<file path="src/rtl/base_rr_arb_pkg.sv">
// Shared helpers for the round-robin arbiter: index width and one-hot decode.
package base_rr_arb_pkg;

  // Upper bound on requester count supported by the one-hot helper.
  localparam int unsigned max_ways = 32;

  // Index width for n requesters, never narrower than one bit.
  function automatic int unsigned clog2_min1(input int unsigned n);
    return (n <= 1) ? 32'd1 : 32'($clog2(n));
  endfunction

  // One-hot vector with bit idx set, restricted to the low n positions.
  function automatic logic [max_ways-1:0] onehot(input int unsigned idx, input int unsigned n);
    logic [max_ways-1:0] v;
    v = '0;
    for (int unsigned i = 0; i < max_ways; i++) begin
      if ((i < n) && (i == idx)) v[i] = 1'b1;
    end
    return v;
  endfunction

endpackage

</file>
<file path="src/rtl/base_rr_pick.sv">
// Combinational round-robin pick: first set request at or after ptr, wrapping.
module base_rr_pick
  import base_rr_arb_pkg::*;
#(
  parameter int unsigned ways      = 4,
  parameter int unsigned enc_width = clog2_min1(ways)
) (
  input  logic [0:ways-1]      req,
  input  logic [0:enc_width-1] ptr,
  output logic                 any_c,
  output logic [0:enc_width-1] winner_c
);

  logic [0:2*ways-1] dbl;
  logic              found;

  assign dbl   = {req, req};
  assign any_c = |req;

  // Scan the doubled vector over the window [ptr, ptr+ways) so wrap needs no special case.
  always_comb begin
    winner_c = '0;
    found    = 1'b0;
    for (int unsigned k = 0; k < 2 * ways; k++) begin
      if (!found && (k >= 32'(ptr)) && (k < 32'(ptr) + ways) && dbl[k]) begin
        found    = 1'b1;
        winner_c = enc_width'(k % ways);
      end
    end
  end

endmodule

</file>
<file path="src/rtl/base_rr_arb.sv">
// Round-robin arbiter with a registered grant held under valid/ready.
module base_rr_arb
  import base_rr_arb_pkg::*;
#(
  parameter int unsigned ways      = 4,
  parameter int unsigned enc_width = clog2_min1(ways)
) (
  input  logic                 clk,
  input  logic                 reset,
  input  logic [0:ways-1]      i_req,
  input  logic                 i_r,
  output logic                 o_v,
  output logic [0:ways-1]      o_gnt,
  output logic [0:enc_width-1] o_gnt_enc
);

  logic [0:enc_width-1] ptr;
  logic [0:enc_width-1] winner_c;
  logic [0:enc_width-1] ptr_inc_c;
  logic [0:ways-1]      gnt_c;
  logic                 any_c;
  logic                 load_c;

  base_rr_pick #(
    .ways      (ways),
    .enc_width (enc_width)
  ) u_pick (
    .req      (i_req),
    .ptr      (ptr),
    .any_c    (any_c),
    .winner_c (winner_c)
  );

  // Output stage is free to take a new grant when empty or being drained this cycle.
  assign load_c = ~o_v | i_r;

  // Decode the winning index into the ascending-indexed grant vector.
  always_comb begin
    gnt_c = '0;
    for (int i = 0; i < int'(ways); i++) begin
      gnt_c[i] = |(onehot(32'(winner_c), ways) & (max_ways'(1) << i));
    end
  end

  // Next priority position is one past the winner, wrapping at ways rather than 2^enc_width.
  always_comb begin
    ptr_inc_c = '0;
    if (32'(winner_c) != ways - 1) ptr_inc_c = winner_c + enc_width'(1);
  end

  // Grant register and priority pointer; everything holds while stalled.
  always_ff @(posedge clk or posedge reset) begin
    if (reset) begin
      o_v       <= 1'b0;
      o_gnt     <= '0;
      o_gnt_enc <= '0;
      ptr       <= '0;
    end else if (load_c) begin
      if (any_c) begin
        o_v       <= 1'b1;
        o_gnt     <= gnt_c;
        o_gnt_enc <= winner_c;
        ptr       <= ptr_inc_c;
      end else begin
        o_v       <= 1'b0;
        o_gnt     <= '0;
        o_gnt_enc <= '0;
      end
    end
  end

endmodule
</file>
<file path="config.mk">
export PLATFORM = sky130hd
export DESIGN_NAME = base_rr_arb
export DESIGN_NICKNAME = d
export VERILOG_FILES = /design/src/rtl/base_rr_arb_pkg.sv /design/src/rtl/base_rr_pick.sv /design/src/rtl/base_rr_arb.sv
export SDC_FILE = /design/constraint.sdc
export NUM_CORES = 1
export LEC_CHECK = 0
export CAP_MARGIN = 20
export CORE_MARGIN = 2
export CORE_UTILIZATION = 25
export DETAILED_ROUTE_END_ITERATION = 10
export GPL_TIMING_DRIVEN = 0
export PLACE_DENSITY = 0.43
export SETUP_SLACK_MARGIN = 0.4
export SLEW_MARGIN = 20
export SYNTH_ARGS = -nofsm -noshare
export SYNTH_HDL_FRONTEND = slang
export SYNTH_SLANG_ARGS = --single-unit
</file>
<file path="constraint.sdc">
create_clock -name clk -period 1.9 [get_ports clk]
set_clock_uncertainty 0.1 [all_clocks]
set_input_delay 0.19 -clock clk [delete_from_list [all_inputs] [get_ports clk]]
set_output_delay 0.19 -clock clk [all_outputs]
set_load 0.02 [all_outputs]
</file>
==> out/metrics.cfg, run 1 <==
[detailed_routing]
via_count = 456
wire_per_inst_um = 12.5
drtIter0Drc = 3
ant_nets = 0
route.detailed.drc = 0
drt-vias-per-instance = 4.34
firstDrtPassIters = 2
wirelength_mm = 1.31

[placement]
hpwl_um = 798
portBuffers = 13
place.gp.congestion = 0.759

[timing]
tightest_slew_ns = 0.362
hold_slack_ns = 0.101
maxSlewHeadroom = 0.758
maxSlewViolCount = 0
setup_viol = 0
rsz0062_at_grt = true
fin_crit_sh = 0.905
finalHoldViolCount = 0
fin_crit_ns = 1.72
max_freq_mhz = 582

[setup_path]
rrSetupSlack_ns = 0.18
cp-endpoint = o_gnt[2]
startpoint = i_req[3]
cp-end-kind = register
rr_worst_depth = 8
worstPathArrival_ns = 1.76
reg2reg_to = ptr[1]
critPathRequiredTime_ns = 1.94
r2r-start = ptr[0]
critPathMaxFanout = 5
timing.setup.critical_path_class = input pin to register
critPathLaunchType = input pin

[cells_and_area]
nets = 90
antennaDiodeCount = 0
drive_above_1_share = 0.449
area_growth_pct = 68.6
fillers = 199
layout_common_cells = buf_4, dlygate4sd2_1, dfrtp_1
multi_input_area_um2 = 332
final_common_cell = buf_4
regArea_um2 = 226

[logic_synthesis]
synth-seq-cells = 9
yosysSeqAreaShare = 0.441
syn_nets = 58
ys_async_sr_fraction = 1.00
synthFlopType = dfrtp_1
syn_area_per_cell_um2 = 10.9
synth-edff-count = 0
synth_cell_type_count = 24
syn-cell-area_um2 = 510
synth_warnings = 0
syn_inst = 47

[floorplanning]
start_util = 0.263
num_rows = 16
num_io_pins = 14
dieArea_um2 = 2420
die_w_um = 49.2
die_y_um = 49.2
core_um2 = 1940

[global_routing]
grt_antenna_before_repair = 0
grt_pass1_wl_mm = 2.13
grt_max_degree = 11
grt_overflow = 0
grtUsageTotal = 0.114
grt_pass1_vias = 476

[power]
power.density_nw_per_um2 = 1080
ir_drop_uv = 620
power.leakage_uw = 0.000402
power_uw = 933

[clock_tree]
htree_levels = 1
clock_latency_ns = 0.26
cts-buffers-inserted = 3
cts_tree = yes
clk_path_buf_depth = 2
clk_pin_slew_ns = 0.06
cts_hold_buffers = 0
cts_root_buf = clkbuf_4
cts_sinks = 9

[run]
maxCapViolCount = 0

[outcome]
status = finished clean

[worst_hold_path]
hold_path.class = input pin to async pin

## registers in the layout, indices dropped and copies added, names as in the netlist
register and count:
o_gnt 4, o_gnt_enc 2, ptr 2, o_v 1
## critical path: stages
cell and delay [ns]:
clkdlybuf4s50_1 0.67, nor2_1 0.13, or3_4 0.41, ha_2 0.18
a22o_1 0.19
## routing by layer
| layer | wire (um) | track usage | up-vias |
|---|---|---|---|
| li1 | - | - | 230 |
| met1 | 608 | 0.145 | 212 |
| met2 | 638 | 0.164 | 12 |
| met3 | 52 | 0.0276 | 2 |
| met4 | 14 | 0.0857 | 0 |
| met5 | 0 | 0 | - |
## per-stage QoR
step / util / TNS [ns] / cell area [um^2] / std cells / worst slack (ns)
after floorplan: - / 0 / 517 / 47 / 0.270
after global placement: 0.351 / -0.578 / 681 / 87 / -0.217
after detailed placement: 0.351 / -0.657 / 681 / 87 / -0.217
after CTS: 0.401 / 0 / 779 / 99 / 0.178
after global routing: 0.443 / 0 / 861 / 105 / 0.0917
final: 0.443 / 0 / 861 / 105 / 0.181
## repair_timing
item | CTS | global route
pin swaps | 3 | 5
setup endpoints to repair | 10 | 9
setup buffers | 8 | 6
gates resized for setup | 14 | 10
## power breakdown
group          internal (uW)  total (uW)  switching [uW]
registers                248         291            42.9
clock network           80.9         149            67.6
logic                    278         494             216
total                    607         933             326
## logic make-up after synthesis
kind of cell,count (synthesis),share of synthesized area
AND/OR/NAND/NOR,17,0.208
adder cells (fa/ha/maj),4,0.0980
AO/OA/AOI/OAI,12,0.179
buffers and inverters,3,0.0245
multiplexers,2,0.0490
flip-flops,9,0.441
## final cells by class
class	instances	share of cell area
Buffer	1	0.00581
Clock buffer	4	0.0305
Inverter	2	0.00872
Multi-Input combinational cell	35	0.385
Sequential cell	9	0.263
Tap cell	27	0.0392
Timing Repair Buffer	27	0.267
## worst min-delay path by stage
stage	from	slack, ns	cells past startpoint	to
2_1_floorplan	reset	-0.08	1	o_gnt[0]
3_3_place_gp	o_gnt_enc[0]	0.37	2	o_gnt_enc[0]
3_5_place_dp	o_gnt_enc[1]	0.37	2	o_gnt_enc[1]
4_1_cts	reset	0.12	2	o_v
5_1_grt	reset	0.17	2	o_gnt[2]
6_report	reset	0.10	2	o_v
## synthesized netlist by cell type, drive strengths merged (2+ instances only)
| cell type | count | share of area |
|---|---|---|
| dfrtp | 9 | 0.44 |
| a22o | 4 | 0.069 |
| ha | 4 | 0.098 |
| nor2 | 4 | 0.034 |
| nand2 | 3 | 0.022 |
| a21oi | 2 | 0.020 |
| inv | 2 | 0.015 |
| nand2b | 2 | 0.025 |
| nor2b | 2 | 0.025 |
| o31ai | 2 | 0.029 |
| or2 | 2 | 0.025 |
No activity file was read; power rests on OpenSTA's default activity.
==> run 2, diff against run 1 <==
--- a/config.mk
+++ b/config.mk
@@ -12,6 +12,7 @@
 export GPL_TIMING_DRIVEN = 0
 export PLACE_DENSITY = 0.43
 export SETUP_SLACK_MARGIN = 0.4
+export SKIP_CTS_REPAIR_TIMING = 1
 export SLEW_MARGIN = 20
 export SYNTH_ARGS = -nofsm -noshare
 export SYNTH_HDL_FRONTEND = slang
==> out/metrics.cfg, run 2 (synthesized netlist as in run 1, its figures left out) <==
[floorplanning]
die_y_um = 49.2  ; unchanged
die_w_um = 49.2  ; unchanged
num_rows = 16  ; unchanged
start_util = 0.263  ; unchanged
num_io_pins = 14  ; unchanged
dieArea_um2 = 2420  ; unchanged
core_um2 = 1940  ; unchanged

[cells_and_area]
top_regs = o_gnt x4, o_gnt_enc x2, ptr x2  ; unchanged
layout_common_cells = dlymetal6s2s_1, dfrtp_1, a22o_1  ; was buf_4, dlygate4sd2_1, dfrtp_1
nets = 79  ; was 90
top_register = o_gnt  ; unchanged
largest_reg_flops = 4  ; unchanged
final_util = 0.423  ; was 0.443
layout.cells.non_filler = 94  ; was 105
area_growth_pct = 60.8  ; was 68.6%
antennaDiodeCount = 0  ; unchanged
final_common_cell = dlymetal6s2s_1  ; was buf_4
drive_above_1_share = 0.343  ; was 0.449

[clock_tree]
htree_levels = 1  ; unchanged
clk_path_buf_depth = 2  ; unchanged
clock_latency_ns = 0.25  ; was 0.26 ns
cts_root_buf = clkbuf_4  ; unchanged
clk_pin_slew_ns = 0.06  ; about the same
cts_tree = yes  ; unchanged
cts-buffers-inserted = 3  ; unchanged
cts_sinks = 9  ; unchanged

[timing]
rsz0062_at_grt = true  ; unchanged
finalSetupTns_ns = 0  ; unchanged
maxSlewHeadroom = 0.758  ; about the same
tightest_slew_ns = 0.363  ; was 0.362 ns
setup_viol = 0  ; unchanged
finalHoldViolCount = 0  ; unchanged
hold_slack_ns = 0.102  ; was 0.101 ns
max_freq_mhz = 573  ; was 582 MHz
maxSlewViolCount = 0  ; unchanged
fin_crit_ns = 1.74  ; was 1.72 ns
fin_crit_sh = 0.918  ; was 0.905

[detailed_routing]
route.detailed.drc = 0  ; unchanged
wl_met3_um = 54  ; was 52 um
wire_per_inst_um = 12.2  ; was 12.5 um
ant_nets = 0  ; unchanged
dr.max_layer_used = met4  ; unchanged
via_count = 410  ; was 456
firstDrtPassIters = 3  ; was 2
wl_met2_um = 500  ; was 638 um
wl_met1_um = 578  ; was 608 um
drtIter0Drc = 1  ; was 3
drt-vias-per-instance = 4.36  ; was 4.34
wirelength_mm = 1.15  ; was 1.31 mm

[setup_path]
worstPathArrival_ns = 1.79  ; was 1.76 ns
critPathRequiredTime_ns = 1.95  ; was 1.94 ns
rrSetupSlack_ns = 0.16  ; was 0.18 ns
rr_worst_depth = 5  ; was 8
critPathLaunchType = register  ; was input pin
r2r-start = ptr[0]  ; unchanged
reg2reg_to = o_gnt[0]  ; was ptr[1]
cp-end-kind = register  ; unchanged
timing.setup.critical_path_class = register to register  ; was input pin to register
critPathMaxFanout = 5  ; unchanged

[global_routing]
grt_max_degree = 11  ; unchanged
grt_antenna_before_repair = 0  ; unchanged
grt_pass1_wl_mm = 1.84  ; was 2.13 mm
grt_pass1_vias = 400  ; was 476
grt_overflow = 0  ; unchanged
grtUsageTotal = 0.0996  ; was 0.114

[power]
power.density_nw_per_um2 = 1020  ; was 1080 nW/um^2
power.leakage_uw = 0.000430  ; was 0.000402 uW
ir_drop_uv = 551  ; was 620 uV
power_uw = 841  ; was 933 uW

[placement]
hpwl_um = 798  ; unchanged
dp_cells = 87  ; unchanged
place.gp.congestion = 0.759  ; unchanged
portBuffers = 13  ; unchanged

[outcome]
status = finished clean  ; unchanged

[run]
maxCapViolCount = 0  ; unchanged

[worst_hold_path]
hold_path.class = input pin to async pin  ; unchanged

[run 2: worst max path at each step]
stage,start,end,depth (start not counted)
after floorplan,ptr[0],ptr[0],5
after global placement,i_req[0],ptr[0],6
after detailed placement,i_req[0],ptr[0],6
after CTS,i_req[0],ptr[0],6
after global routing,ptr[0],o_gnt[0],5
final,ptr[0],o_gnt[0],5
[run 2: worst max-delay path: stages, from the launching register on]
cell	delay, ns
dfrtp_2	0.42
mux2i_2	0.27
nor2_2	0.08
or3_4	0.43
ha_4	0.17
a22o_1	0.17
[run 2: routing by layer]
| layer | vias to the layer above | global-route usage |
|---|---|---|
| li1 | 208 | - |
| met1 | 188 | 0.128 |
| met5 | - | 0 |
| met2 | 12 | 0.142 |
| met4 | 0 | 0.0714 |
| met3 | 2 | 0.0276 |
[run 2: cell type report]
class / count / area [um^2]
plain buffers: 1 / 5.00
clock buffers: 4 / 26.3
fillers: 202 / 1120
inverters: 2 / 7.51
multi-input cells: 35 / 344
flip-flops and latches: 9 / 226
well taps: 27 / 33.8
repair buffers: 16 / 178
[run 2: through the flow]
step,setup slack [ns],cell area [um^2]
after floorplan,0.270,517
after global placement,-0.217,681
after detailed placement,-0.217,681
after CTS,0.0513,707
after global routing,0.0915,821
final,0.155,821
[run 2: report_power, final]
part	total, uW	internal [uW]	switching, uW
combinational	400	207	193
sequential	292	248	44.7
clock	148	80.9	67.0
total	841	536	305
